<file path="src/rtl/player_core_if.sv">
// Command/status bundle between the game-flow controller (master) and the
// player core (slave): instruction word, strobes, and the player's state.
interface player_core_if;
   logic [15:0] playerInstruction;
   logic        isMove;
   logic        startDmg;
   logic [7:0]  hp;
   logic [9:0]  posX;
   logic [9:0]  posY;
   logic        isDeath;
   logic        dmgAck;
   logic        invuln;

   modport master (
      output playerInstruction, isMove, startDmg,
      input  hp, posX, posY, isDeath, dmgAck, invuln
   );

   modport slave (
      input  playerInstruction, isMove, startDmg,
      output hp, posX, posY, isDeath, dmgAck, invuln
   );
endinterface

</file>
<file path="src/rtl/player_core.sv">
// Player state engine: HP, arena position, invulnerability window and death
// flag, driven by the controller's instruction word and move/damage strobes.
module player_core #(
   parameter int HP_MAX   = 100,
   parameter int X_INIT   = 320,
   parameter int Y_INIT   = 360,
   parameter int X_MIN    = 220,
   parameter int X_MAX    = 420,
   parameter int Y_MIN    = 260,
   parameter int Y_MAX    = 460,
   parameter int STEP     = 2,
   parameter int MOVE_DIV = 4,
   parameter int IFRAMES  = 8
) (
   input  logic         clk,
   input  logic         rst_n,
   player_core_if.slave bus
);

   typedef enum logic [1:0] {IDLE, APPLY, IFRAME, DEAD} state_t;

   localparam logic [3:0]  OP_HPY = 4'd1;
   localparam logic [3:0]  OP_DPY = 4'd2;
   localparam logic [3:0]  OP_IDG = 4'd3;
   localparam logic [3:0]  OP_SDG = 4'd4;
   localparam logic [3:0]  OP_MOV = 4'd5;
   localparam logic [3:0]  OP_SHP = 4'd6;

   localparam logic [7:0]  HP_CAP    = 8'(HP_MAX);
   localparam logic [9:0]  X0        = 10'(X_INIT);
   localparam logic [9:0]  Y0        = 10'(Y_INIT);
   localparam logic [10:0] XL        = 11'(X_MIN);
   localparam logic [10:0] XH        = 11'(X_MAX);
   localparam logic [10:0] YL        = 11'(Y_MIN);
   localparam logic [10:0] YH        = 11'(Y_MAX);
   localparam logic [10:0] STP       = 11'(STEP);
   localparam logic [7:0]  IFR_LOAD  = 8'(IFRAMES);
   localparam logic [7:0]  MOVE_LOAD = 8'(MOVE_DIV - 1);

   state_t      state;
   state_t      ret_state;
   logic [7:0]  hp_q;
   logic [9:0]  pos_x;
   logic [9:0]  pos_y;
   logic        is_death;
   logic        dmg_ack;
   logic        invuln_q;
   logic        lat_heal;
   logic [7:0]  lat_val;
   logic [7:0]  ifr_cnt;
   logic [7:0]  move_cnt;
   logic        force_inv;
   logic [15:0] instr_prev;

   logic [3:0]  opcode;
   logic [7:0]  operand;
   logic        word_change;
   logic        shp_cmd;
   logic        idg_cmd;
   logic        sdg_cmd;
   logic        start_ok;
   logic        move_ok;
   logic        ifr_expire;
   logic [7:0]  shp_hp;

   assign opcode      = bus.playerInstruction[15:12];
   assign operand     = bus.playerInstruction[11:4];
   assign word_change = (bus.playerInstruction != instr_prev);
   assign shp_cmd     = word_change && (opcode == OP_SHP);
   assign idg_cmd     = word_change && (opcode == OP_IDG);
   assign sdg_cmd     = word_change && (opcode == OP_SDG);
   assign start_ok    = bus.startDmg && ((opcode == OP_HPY) || (opcode == OP_DPY)) &&
                        ((state == IDLE) || (state == IFRAME));
   assign move_ok     = bus.isMove && (opcode == OP_MOV) && (move_cnt == 8'd0) && (state != DEAD);
   assign ifr_expire  = (ifr_cnt <= 8'd1);
   assign shp_hp      = (operand > HP_CAP) ? HP_CAP : operand;

   // Result of the latched heal/damage request, consumed in APPLY.
   logic [8:0]  heal_sum;
   logic [7:0]  apply_hp;
   logic        apply_hit;
   logic        apply_dead;

   // NOTE: every always_comb output gets a default first so no path can infer a latch.
   always_comb begin
      heal_sum  = {1'b0, hp_q} + {1'b0, lat_val};
      apply_hp  = hp_q;
      apply_hit = 1'b0;
      if (lat_heal) begin
         apply_hp = (heal_sum > {1'b0, HP_CAP}) ? HP_CAP : heal_sum[7:0];
      end else if (!invuln_q) begin
         apply_hit = 1'b1;
         apply_hp  = (lat_val >= hp_q) ? 8'd0 : hp_q - lat_val;
      end
      apply_dead = (apply_hp == 8'd0);
   end

   logic [10:0] x_ext;
   logic [10:0] y_ext;
   logic [9:0]  next_x;
   logic [9:0]  next_y;

   always_comb begin
      x_ext  = {1'b0, pos_x};
      y_ext  = {1'b0, pos_y};
      next_x = pos_x;
      next_y = pos_y;
      case (operand[1:0])
         2'd0: next_y = (y_ext < YL + STP) ? 10'(YL) : 10'(y_ext - STP);
         2'd1: next_x = (x_ext < XL + STP) ? 10'(XL) : 10'(x_ext - STP);
         2'd2: next_y = (y_ext + STP > YH) ? 10'(YH) : 10'(y_ext + STP);
         default: next_x = (x_ext + STP > XH) ? 10'(XH) : 10'(x_ext + STP);
      endcase
   end

   // NOTE: sequential state uses non-blocking assignments; later writes in
   // this block deliberately override earlier ones (SHP > IDG/SDG > FSM).
   always_ff @(posedge clk or negedge rst_n) begin
      if (!rst_n) begin
         state      <= IDLE;
         ret_state  <= IDLE;
         hp_q       <= HP_CAP;
         pos_x      <= X0;
         pos_y      <= Y0;
         is_death   <= 1'b0;
         dmg_ack    <= 1'b0;
         invuln_q   <= 1'b0;
         lat_heal   <= 1'b0;
         lat_val    <= 8'd0;
         ifr_cnt    <= 8'd0;
         move_cnt   <= 8'd0;
         force_inv  <= 1'b0;
         instr_prev <= 16'd0;
      end else begin
         instr_prev <= bus.playerInstruction;
         dmg_ack    <= 1'b0;

         if (move_ok) begin
            pos_x    <= next_x;
            pos_y    <= next_y;
            move_cnt <= MOVE_LOAD;
         end else if (move_cnt != 8'd0) begin
            move_cnt <= move_cnt - 8'd1;
         end

         if (shp_cmd) begin
            hp_q      <= shp_hp;
            pos_x     <= X0;
            pos_y     <= Y0;
            ifr_cnt   <= 8'd0;
            force_inv <= 1'b0;
            invuln_q  <= 1'b0;
            is_death  <= (operand == 8'd0);
            state     <= (operand == 8'd0) ? DEAD : IDLE;
         end else begin
            unique case (state)
               IDLE: begin
                  if (start_ok) begin
                     lat_heal  <= (opcode == OP_HPY);
                     lat_val   <= operand;
                     ret_state <= IDLE;
                     state     <= APPLY;
                  end
               end
               IFRAME: begin
                  ifr_cnt <= ifr_expire ? 8'd0 : ifr_cnt - 8'd1;
                  if (ifr_expire) invuln_q <= force_inv;
                  if (start_ok) begin
                     lat_heal  <= (opcode == OP_HPY);
                     lat_val   <= operand;
                     ret_state <= ifr_expire ? IDLE : IFRAME;
                     state     <= APPLY;
                  end else if (ifr_expire) begin
                     state <= IDLE;
                  end
               end
               APPLY: begin
                  hp_q    <= apply_hp;
                  dmg_ack <= 1'b1;
                  if (apply_dead) begin
                     is_death <= 1'b1;
                     ifr_cnt  <= 8'd0;
                     invuln_q <= force_inv;
                     state    <= DEAD;
                  end else if (apply_hit) begin
                     invuln_q <= 1'b1;
                     ifr_cnt  <= IFR_LOAD;
                     state    <= IFRAME;
                  end else if (ret_state == IFRAME) begin
                     // Window keeps counting down through the APPLY cycle.
                     ifr_cnt <= ifr_expire ? 8'd0 : ifr_cnt - 8'd1;
                     if (ifr_expire) invuln_q <= force_inv;
                     state <= ifr_expire ? IDLE : IFRAME;
                  end else begin
                     state <= IDLE;
                  end
               end
               DEAD: begin
               end
            endcase

            if (idg_cmd) begin
               force_inv <= 1'b1;
               invuln_q  <= 1'b1;
            end
            if (sdg_cmd) begin
               force_inv <= 1'b0;
               ifr_cnt   <= 8'd0;
               invuln_q  <= 1'b0;
               if ((state != DEAD) && !((state == APPLY) && apply_dead)) state <= IDLE;
            end
         end
      end
   end

   assign bus.hp      = hp_q;
   assign bus.posX    = pos_x;
   assign bus.posY    = pos_y;
   assign bus.isDeath = is_death;
   assign bus.dmgAck  = dmg_ack;
   assign bus.invuln  = invuln_q;

endmodule

</file>
<file path="src/flat_wrapper.sv">
// flat-port wrapper written by rule: the top's interface ports become plain ports
module player_core_flat 
#(
   parameter int HP_MAX   = 100,
   parameter int X_INIT   = 320,
   parameter int Y_INIT   = 360,
   parameter int X_MIN    = 220,
   parameter int X_MAX    = 420,
   parameter int Y_MIN    = 260,
   parameter int Y_MAX    = 460,
   parameter int STEP     = 2,
   parameter int MOVE_DIV = 4,
   parameter int IFRAMES  = 8
)
  (clk, rst_n, bus_playerInstruction, bus_isMove, bus_startDmg, bus_hp, bus_posX, bus_posY, bus_isDeath, bus_dmgAck, bus_invuln);
  player_core_if bus_i ();
  input  logic clk;
  input  logic rst_n;
  input wire logic [$bits(bus_i.playerInstruction)-1:0] bus_playerInstruction;
  input wire logic [$bits(bus_i.isMove)-1:0] bus_isMove;
  input wire logic [$bits(bus_i.startDmg)-1:0] bus_startDmg;
  output wire logic [$bits(bus_i.hp)-1:0] bus_hp;
  output wire logic [$bits(bus_i.posX)-1:0] bus_posX;
  output wire logic [$bits(bus_i.posY)-1:0] bus_posY;
  output wire logic [$bits(bus_i.isDeath)-1:0] bus_isDeath;
  output wire logic [$bits(bus_i.dmgAck)-1:0] bus_dmgAck;
  output wire logic [$bits(bus_i.invuln)-1:0] bus_invuln;
  assign bus_i.playerInstruction = bus_playerInstruction;
  assign bus_i.isMove = bus_isMove;
  assign bus_i.startDmg = bus_startDmg;
  assign bus_hp = bus_i.hp;
  assign bus_posX = bus_i.posX;
  assign bus_posY = bus_i.posY;
  assign bus_isDeath = bus_i.isDeath;
  assign bus_dmgAck = bus_i.dmgAck;
  assign bus_invuln = bus_i.invuln;
  player_core #(.HP_MAX(HP_MAX), .X_INIT(X_INIT), .Y_INIT(Y_INIT), .X_MIN(X_MIN), .X_MAX(X_MAX), .Y_MIN(Y_MIN), .Y_MAX(Y_MAX), .STEP(STEP), .MOVE_DIV(MOVE_DIV), .IFRAMES(IFRAMES)) u_core (.clk(clk), .rst_n(rst_n), .bus(bus_i));
endmodule
</file>
<file path="config.mk">
export PLATFORM = sky130hd
export DESIGN_NAME = player_core_flat
export DESIGN_NICKNAME = d
export VERILOG_FILES = /design/src/rtl/player_core_if.sv /design/src/rtl/player_core.sv /design/src/flat_wrapper.sv
export SDC_FILE = /design/constraint.sdc
export NUM_CORES = 1
export LEC_CHECK = 0
export BUFFER_PORTS_ARGS = -buffer_cell sky130_fd_sc_hd__clkbuf_2
export CORE_ASPECT_RATIO = 2
export CORE_MARGIN = 1.5
export CORE_UTILIZATION = 57
export DETAILED_ROUTE_END_ITERATION = 16
export GPL_ROUTABILITY_DRIVEN = 0
export PLACE_DENSITY = 0.85
export SYNTH_ARGS = -nofsm -noshare
export SYNTH_HDL_FRONTEND = slang
export SYNTH_SLANG_ARGS = --single-unit
</file>
<file path="constraint.sdc">
create_clock -name clk -period 5.4 [get_ports clk]
set_input_delay 0.54 -clock clk [delete_from_list [all_inputs] [get_ports clk]]
set_output_delay 0.54 -clock clk [all_outputs]
set_load 0.03 [all_outputs]
</file>
# After elaboration in Yosys (flattened, before gate mapping)
# Index checks and enable logic that the tools add are counted.
# classes
addsub	8
order_cmp	8
n_eq_ne	18
n_mux	59
bitwise_logic	1
n_reduce_logical	37
# op_table
cell	count
two-way mux 8 bit	15
two-way mux 10 bit	8
case mux 10 bit (2 select lines)	2
two-way mux 2 bit	13
logical NOT 8 bit	3
adder 10 x 2 -> 11 bit (second input constant)	2
greater-than comparator 11 x 9 -> 1 bit (second input constant)	2
subtractor 10 x 2 -> 10 bit (second input constant)	2
two-way mux 1 bit	17
inequality test 16 bit	1
case mux 8 bit (2 select lines)	1
subtractor 8 x 1 -> 8 bit (second input constant)	2
== test 4 x 3 -> 1 bit (second input constant)	3
logical AND 1 bit	10
less-than comparator 10 x 8 -> 1 bit (second input constant)	1
less-than comparator 10 x 9 -> 1 bit (second input constant)	1
AND reduction 2 bit	5
nonzero test 2 bit	5
adder 8 x 8 -> 9 bit	1
greater-than comparator 9 x 7 -> 1 bit (second input constant)	1
== test 4 x 2 -> 1 bit (second input constant)	2
>= comparator 8 bit	1
greater-than comparator 8 x 7 -> 1 bit (second input constant)	1
<= comparator 8 x 1 -> 1 bit (second input constant)	1
other kinds (22)	31
# totals
ff_bits	77
inputBits	20
output_inout_bits	31
elab_cells	145

# Logic depth before layout (Yosys ltp)
# Gate-level depths: netlist (run 1).
# depth
ltp_word	11
depth_mapped	13
ltp_nobuf	13

# Worst setup path after synthesis (run 1)
# OpenSTA, ideal clock, no wires.
# synth_timing
kind	reg2reg
startpoint	register u_core.hp_q[0], in the netlist u_core.bus.hp[0]
endpoint	register u_core.ifr_cnt[3]
setup_ns	0.078
arrival_time_ns	3.177
path_slack_ns	2.146
path_stages_with_launch	14
path_buffers	0
synth_period_minus_slack_ns	3.254
cell_sequence	dfrtp_1 inv_1 ha_1 inv_1 fa_1 a211o_1 a2111oi_0 nor3b_1 o21ai_2 a2111oi_4 and2_1 and3_2 or3_1 a21boi_1
# synth_via
elab_chain_len	9
# synth_lines
element	line	rtl
from (decl)	player_core.sv:42	logic [7:0] hp_q;
from (signal assigned)	player_core.sv:147	hp_q <= shp_hp;
from (signal assigned)	player_core.sv:178	hp_q <= apply_hp;
adder 8 x 8 -> 9 bit, or another cell as far along	player_core.sv:86	heal_sum = {1'b0, hp_q} + {1'b0, lat_val};
greater-than comparator 9 x 7 -> 1 bit / two-way mux 8 bit (equally long branches)	player_core.sv:90, player_core.sv:93	
two-way mux 8 bit (on tied branches)	player_core.sv:90, player_core.sv:91	
two-way mux 8 bit *	player_core.sv:89	if (lat_heal) begin
logical NOT 8 bit *	player_core.sv:95	apply_dead = (apply_hp == 8'd0);
two-way mux 8 bit	player_core.sv:180	if (apply_dead) begin
case mux 8 bit (2 select lines)	player_core.sv:156	unique case (state)
two-way mux 8 bit	player_core.sv:206	if (sdg_cmd) begin
two-way mux 8 bit	player_core.sv:146	if (shp_cmd) begin
to (signal assigned)	player_core.sv:166	ifr_cnt <= ifr_expire ? 8'd0 : ifr_cnt - 8'd1;
to (signal assigned)	player_core.sv:191	ifr_cnt <= ifr_expire ? 8'd0 : ifr_cnt - 8'd1;
to (decl)	player_core.sv:50	logic [7:0] ifr_cnt;
# Every way passes the cells marked *; elsewhere a longest branch is shown, timed or not.
# A chain may end at the register's enable or synchronous reset.

# Worst setup path in the final report (run 1)
# layout_timing
startpoint	register u_core.hp_q[4], in the netlist u_core.bus.hp[4]
endpoint	register u_core.ifr_cnt[0]
# The elaborated chain is that of the path after synthesis.

==> impl_metrics.ini, run 1 <==
[synth]
synthFlopType = dfrtp_1
yosys_warnings = 0
synth_edf_count = 0
synth_top_area_cell = dfrtp_1
synth_top_area_share_pct = 28.7
ys_top_cells_by_area = dfrtp_1, ha_1, nand2_1, a21oi_1, dfstp_2
synth-seq-cells = 74
seq_area_frac_synth_pct = 32.9
netlist-cell-type-count = 87
ys_async_sr_fraction_pct = 100
synth.avg_cell_area_um2 = 8.33
synth_cells = 679
netlist_area_mm2 = 0.00566

[worst_setup_path]
path_cells = ha_1 -> nand4_1 -> o21a_1 -> nand3_2 -> o21ai_2 -> a2111oi_4 -> and2_1 -> a31oi_4 -> nand4_1 -> o21ai_0
cp.arrival_ns = 3.83
critPathMaxFanout = 14
cp_top_family = compound AO/OA/AOI/OAI gates
critical-path-slowest-cell = ha_1
r2r_cells = 10
path_buf_inv = 0
cp-end-kind = flip-flop
crit_path_frequent_cell = nand4_1
r2r_start = u_core.bus.hp[4]$_DFFE_PN0P_
cp.required_ns = 5.62
r2r_slack_ns = 1.79
start_kind = flip-flop
critPathKind = reg2reg
cpPeakStageDelay_ns = 0.64
r2r_end = u_core.ifr_cnt[0]$_DFFE_PN0P_

[timing]
finalHoldViolations = 0
slew_violations = 0
finalClockSkew_ns = 0.00831
fmax_ghz = 0.277
holdWs_ns = 0.322
slew_headroom_pct = 36.5
fin_ws_ns = 1.79
worstMarginPinSlew_ns = 0.952
min_period_ns = 3.61
fin_setup_tns_ns = 0
rsz0062_at_grt = no
setup_viol = 0
fin_crit_sh_pct = 66.9

[drt]
wire_per_inst_um = 19.4
drcViolationCount = 0
postRouteAntennaNets = 0
wl_met1_um = 5670
dr_wl_met3_um = 960
drt_iter0_markers = 505
wirelength_um = 16400
drt-vias-per-instance = 6.62
drt_first_pass_iters = 6
route.met2.wl_um = 8610
top_layer = met4
vias = 5575

[floorplanning]
start_util_pct = 58.3
rows = 51
die_area_mm2 = 0.0106
dieHeight_um = 144
die_width_um = 73.5
core-area_mm2 = 0.00970
ioPinCount = 51

[placed_design]
dp_hpwl_um = 11800
pre_cts_ws_ns = 1.95
numPortBuffers = 48

[power_and_ir_drop]
leakage_nw = 2.64
p_sw_mw = 1.78
powerDensity_mw_per_mm2 = 591
p_seq_share_pct = 24.7
ir_drop_v = 0.000334
internal-power_mw = 1.92
p_comb_share_pct = 57.3
report.power.total_mw = 3.69
swShare_pct = 48.1
clkPwrFrac_pct = 17.9

[cells_and_area]
regArea_mm2 = 0.00186
fin_nets = 754
multi_input_area_mm2 = 0.00351
fill_cells = 818
area_growth_pct = 10.5
diodes = 0
layout-drive-gt1-share_pct = 13.7

[clocking]
post_cts_buffers = 0
htree_levels = 3
cts_tree = built
clock_latency_ns = 0.35
cts_sinks = 74
cts_root_buf = clkbuf_16
clockBufferDepth = 2
cts_buffers = 9
path_clk_slew_ns = 0.06
cts_hold_buffers = 0
ctsResizeCount = 0

[run]
maxCapViolCount = 0

[global_route]
grt_pass1_vias = 5438
grt_first_pass_wirelength_um = 26800
grt_remaining_overflow = 0
grt_max_degree = 75
antenna_found_initial = 0
grt.total_usage_pct = 33.1

[min_path]
hold_path_class = in2async

[run_status]
outcome = finished clean
## power groups by stage
stage | Clock [mW] | Sequential (mW) | Combinational [mW]
3_3_place_gp | 0 | 0.900 | 1.98
4_1_cts | 0.663 | 0.903 | 2.05
3_5_place_dp | 0 | 0.910 | 2.03
6_report | 0.662 | 0.914 | 2.12
2_1_floorplan | 0 | 0.924 | 1.55
5_1_grt | 0.690 | 0.934 | 2.31
## placed cells by master, fill, tap and decap left out, types with 5 or more instances in the layout
cell,count
a21o_1,6
a21oi_1,49
a22o_1,8
a22oi_1,5
a31oi_1,7
and2_1,5
and3_1,6
clkbuf_16,9
clkbuf_2,47
dfrtp_1,65
dfstp_2,9
ha_1,27
inv_1,34
mux2i_1,8
nand2_1,74
nand2b_1,11
nand3_1,21
nand4_1,13
nor2_1,56
nor2b_1,7
nor3_1,24
nor3b_1,6
nor4_1,7
nor4b_1,5
o211ai_1,7
o21a_1,7
o21ai_0,46
or3_1,7
xnor2_1,27
xor2_1,5
## flip-flops by register name, indices dropped and copies added, names as in the netlist
register / flops
u_core.lat_heal: 1
u_core.bus.hp: 8
u_core.state: 2
u_core.bus.isDeath: 1
u_core.ifr_cnt: 8
u_core.bus.posX: 9
u_core.lat_val: 8
u_core.move_cnt: 8
u_core.bus.posY: 9
u_core.bus.invuln: 1
u_core.force_inv: 1
u_core.instr_prev: 16
u_core.ret_state: 1
u_core.bus.dmgAck: 1
## synthesized netlist by cell type (8+ instances only)
master / count
a21oi_1: 49
a22o_1: 8
clkbuf_1: 27
dfrtp_1: 65
dfstp_2: 9
ha_1: 27
inv_1: 34
mux2i_1: 8
nand2_1: 74
nand2b_1: 11
nand3_1: 21
nand4_1: 13
nor2_1: 56
nor3_1: 24
o21ai_0: 46
xnor2_1: 27
## stage by stage
step | area (um2) | cells | utilization, %
detailed placement | 5920 | 826 | 61.1
CTS | 6250 | 842 | 64.5
global route | 6250 | 842 | 64.5
global placement | 5920 | 826 | 61.1
floorplan | 5660 | 680 | -
finish | 6250 | 842 | 64.5
## layout make-up
cell class / count / area share [%]
Tap cell: 132 / 2.64
Timing Repair Buffer: 48 / 3.88
Clock buffer: 10 / 3.82
Inverter: 36 / 2.20
Sequential cell: 74 / 29.8
Multi-Input combinational cell: 536 / 56.2
Clock inverter: 6 / 1.44
## routing by layer
metal | global-route usage (%) | vias to the layer above
met1 | 35.5 | 2653
li1 | - | 2524
met3 | 6.94 | 106
met5 | 0 | -
met2 | 57.5 | 292
met4 | 20.0 | 0
## cell families (layout without fill, tap and decap cells)
kind of cell	Yosys count	in the layout	share of synthesized area, %
and+or+nand+nor	263	263	23.7
AOI/OAI and AO/OA	202	202	25.2
DFF	74	74	32.9
buffers and inverters	70	100	5.04
xor gates and xnor gates	32	32	4.95
adders and majority gates	29	29	6.68
muxes	8	8	1.42
other	1	2	0.0663
## worst max path at each step
| stage | start | to | depth (start not counted) |
|---|---|---|---|
| after floorplan | u_core.bus.hp[0]$_DFFE_PN0P_ | u_core.ifr_cnt[3]$_DFFE_PN0P_ | 13 |
| after global placement | u_core.bus.hp[4]$_DFFE_PN0P_ | u_core.ifr_cnt[5]$_DFFE_PN0P_ | 10 |
| after detailed placement | u_core.bus.hp[0]$_DFFE_PN0P_ | u_core.ifr_cnt[0]$_DFFE_PN0P_ | 13 |
| after CTS | u_core.bus.hp[0]$_DFFE_PN0P_ | u_core.ifr_cnt[0]$_DFFE_PN0P_ | 13 |
| after global routing | u_core.bus.hp[1]$_DFFE_PN0P_ | u_core.ifr_cnt[0]$_DFFE_PN0P_ | 10 |
| final | u_core.bus.hp[4]$_DFFE_PN0P_ | u_core.ifr_cnt[0]$_DFFE_PN0P_ | 10 |
No activity file was read; power rests on OpenSTA's default activity.
==> inputs of run 2 (changes only) <==
- CORE_UTILIZATION: 57 -> 55
- PLACE_DENSITY: 0.85 -> 0.86
- clock period: 5.4 -> 3.2 ns (I/O delays scaled with it)
==> impl_metrics.ini, run 2 (synthesis results as in run 1) <==
[drt]
vias = 5774
drt_iter0_markers = 577
postRouteAntennaNets = 0
wirelength_um = 16900
drt-vias-per-instance = 6.56
drcViolationCount = 0
wire_per_inst_um = 19.2
drt_first_pass_iters = 6

[floorplanning]
rows = 52
die_area_mm2 = 0.0109
core-area_mm2 = 0.0101
start_util_pct = 56.1
dieHeight_um = 146
die_width_um = 74.7
ioPinCount = 51

[worst_setup_path]
path_cells = inv_2 -> ha_4 -> inv_2 -> fa_2 -> a211o_4 -> buf_6 -> nand3_2 -> nor3b_4 -> o21ai_2 -> a2111oi_4 -> buf_4 -> a41o_1 -> nand4_1 -> o211ai_1
critical-path-slowest-cell = dfrtp_2
crit_end = u_core.ifr_cnt[7]$_DFFE_PN0P_
critPathMaxFanout = 6
cp-end-kind = flip-flop
start_kind = flip-flop
startpoint = u_core.bus.hp[0]$_DFFE_PN0P_
crit_path_frequent_cell = inv_2
critPathKind = reg2reg
r2r_cells = 14
r2r_start = u_core.bus.hp[0]$_DFFE_PN0P_
cp.required_ns = 3.46
cp.arrival_ns = 3.49
cpPeakStageDelay_ns = 0.41
r2r_end = u_core.ifr_cnt[7]$_DFFE_PN0P_
r2r_slack_ns = -0.03

[cells_and_area]
regArea_mm2 = 0.00187
diodes = 0
layout-drive-gt1-share_pct = 22.0
area_growth_pct = 18.2
largest_reg_flops = 16
fin_util_pct = 66.4
largest-register = u_core.instr_prev
fill_cells = 802
fin_area_mm2 = 0.00669
final_common_cell = nand2_1
multi_input_area_mm2 = 0.00368
final_cell_mix = nand2_1, dfrtp_1, nor2_1, a21oi_1, clkbuf_2
fin_nets = 789

[timing]
fin_ws_ns = -0.0275
rsz0062_at_grt = yes
slew_headroom_pct = 38.5
fmax_ghz = 0.310
finalClockSkew_ns = 0.00638
slew_violations = 0
setup_viol = 3
min_period_ns = 3.23
finalHoldViolations = 0
worstMarginPinSlew_ns = 0.923
fin_crit_sh_pct = 101
holdWs_ns = 0.0844

[run]
maxCapViolCount = 0

[min_path]
hold_path_class = in2async

[clocking]
path_clk_slew_ns = 0.06
clock_latency_ns = 0.34
htree_levels = 3
cts_root_buf = clkbuf_16
clockBufferDepth = 2
cts_buffers = 9
cts_tree = built
cts_sinks = 74
cts_hold_buffers = 0

[global_route]
grt.total_usage_pct = 32.1
grt_remaining_overflow = 0
grt_first_pass_wirelength_um = 27100
grt_pass1_vias = 5667
grt_max_degree = 75
antenna_found_initial = 0

[placed_design]
post_dp_cell_area_mm2 = 0.00612
pre_cts_ws_ns = -0.233
numPortBuffers = 48
dp_hpwl_um = 11800

[power_and_ir_drop]
report.power.total_mw = 7.17
ir_drop_v = 0.000701
leakage_nw = 2.82
powerDensity_mw_per_mm2 = 1070

[run_status]
violations = setup timing
outcome = finished, violations left
==> run 2: repair_timing <==
item / in CTS / in global routing
gates cloned: 0 / 0
buffers inserted: 6 / 4
pin swaps: 13 / 20
setup endpoints to repair: 11 / 12
resized for setup: 14 / 29
==> run 2: layer usage <==
| metal | part of all wire (%) | track usage (%) |
|---|---|---|
| met5 | 0 | 0 |
| met4 | 6.7 | 20.1 |
| met3 | 6.2 | 7.52 |
| met2 | 53 | 53.5 |
| met1 | 34 | 35.2 |
==> run 2: power by group <==
group | switching (mW) | internal (mW) | leakage [nW]
Combinational | 2.62 | 1.93 | 1.75
Sequential | 0.283 | 1.21 | 0.905
Clock | 0.408 | 0.705 | 0.159
==> run 2: worst min path at each step <==
stage / from / to / slack (ns) / cells after the start
CTS: bus_playerInstruction[2] / u_core.instr_prev[2]$_DFF_PN0_ / 0.10 / 1
finish: rst_n / u_core.bus.posX[4]$_DFFE_PN0P_ / 0.08 / 1
global placement: bus_playerInstruction[3] / u_core.instr_prev[3]$_DFF_PN0_ / 0.46 / 1
global route: bus_playerInstruction[1] / u_core.instr_prev[1]$_DFF_PN0_ / 0.10 / 1
floorplan: rst_n / u_core.bus.dmgAck$_DFF_PN0_ / 0.02 / 0
detailed placement: bus_playerInstruction[1] / u_core.instr_prev[1]$_DFF_PN0_ / 0.46 / 1
==> run 2: layout make-up <==
| class | count | share of cell area, % |
|---|---|---|
| clock buffer | 10 | 3.57 |
| inverter | 36 | 2.06 |
| sequential | 74 | 27.9 |
| multi-input combinational | 536 | 55.0 |
| timing repair buffer | 83 | 7.61 |
| tap | 135 | 2.52 |
| clock inverter | 6 | 1.35 |
==> run 2: worst max-delay path, delay by kind of cell (launching register included) <==
kind	cells	cell delay [ns]
AO/OA/AOI/OAI	5	1.31
buffers and inverters	4	0.42
AND/OR/NAND/NOR	3	0.52
flip-flops	1	0.41
adder cells (fa/ha/maj)	2	0.49
==> run 2: metrics by stage <==
| stage | cells | setup TNS (ns) |
|---|---|---|
| after floorplan | 680 | 0 |
| after global placement | 854 | 0 |
| after detailed placement | 854 | -1.44 |
| after CTS | 876 | 0 |
| after global routing | 880 | -0.917 |
| final | 880 | -0.0535 |
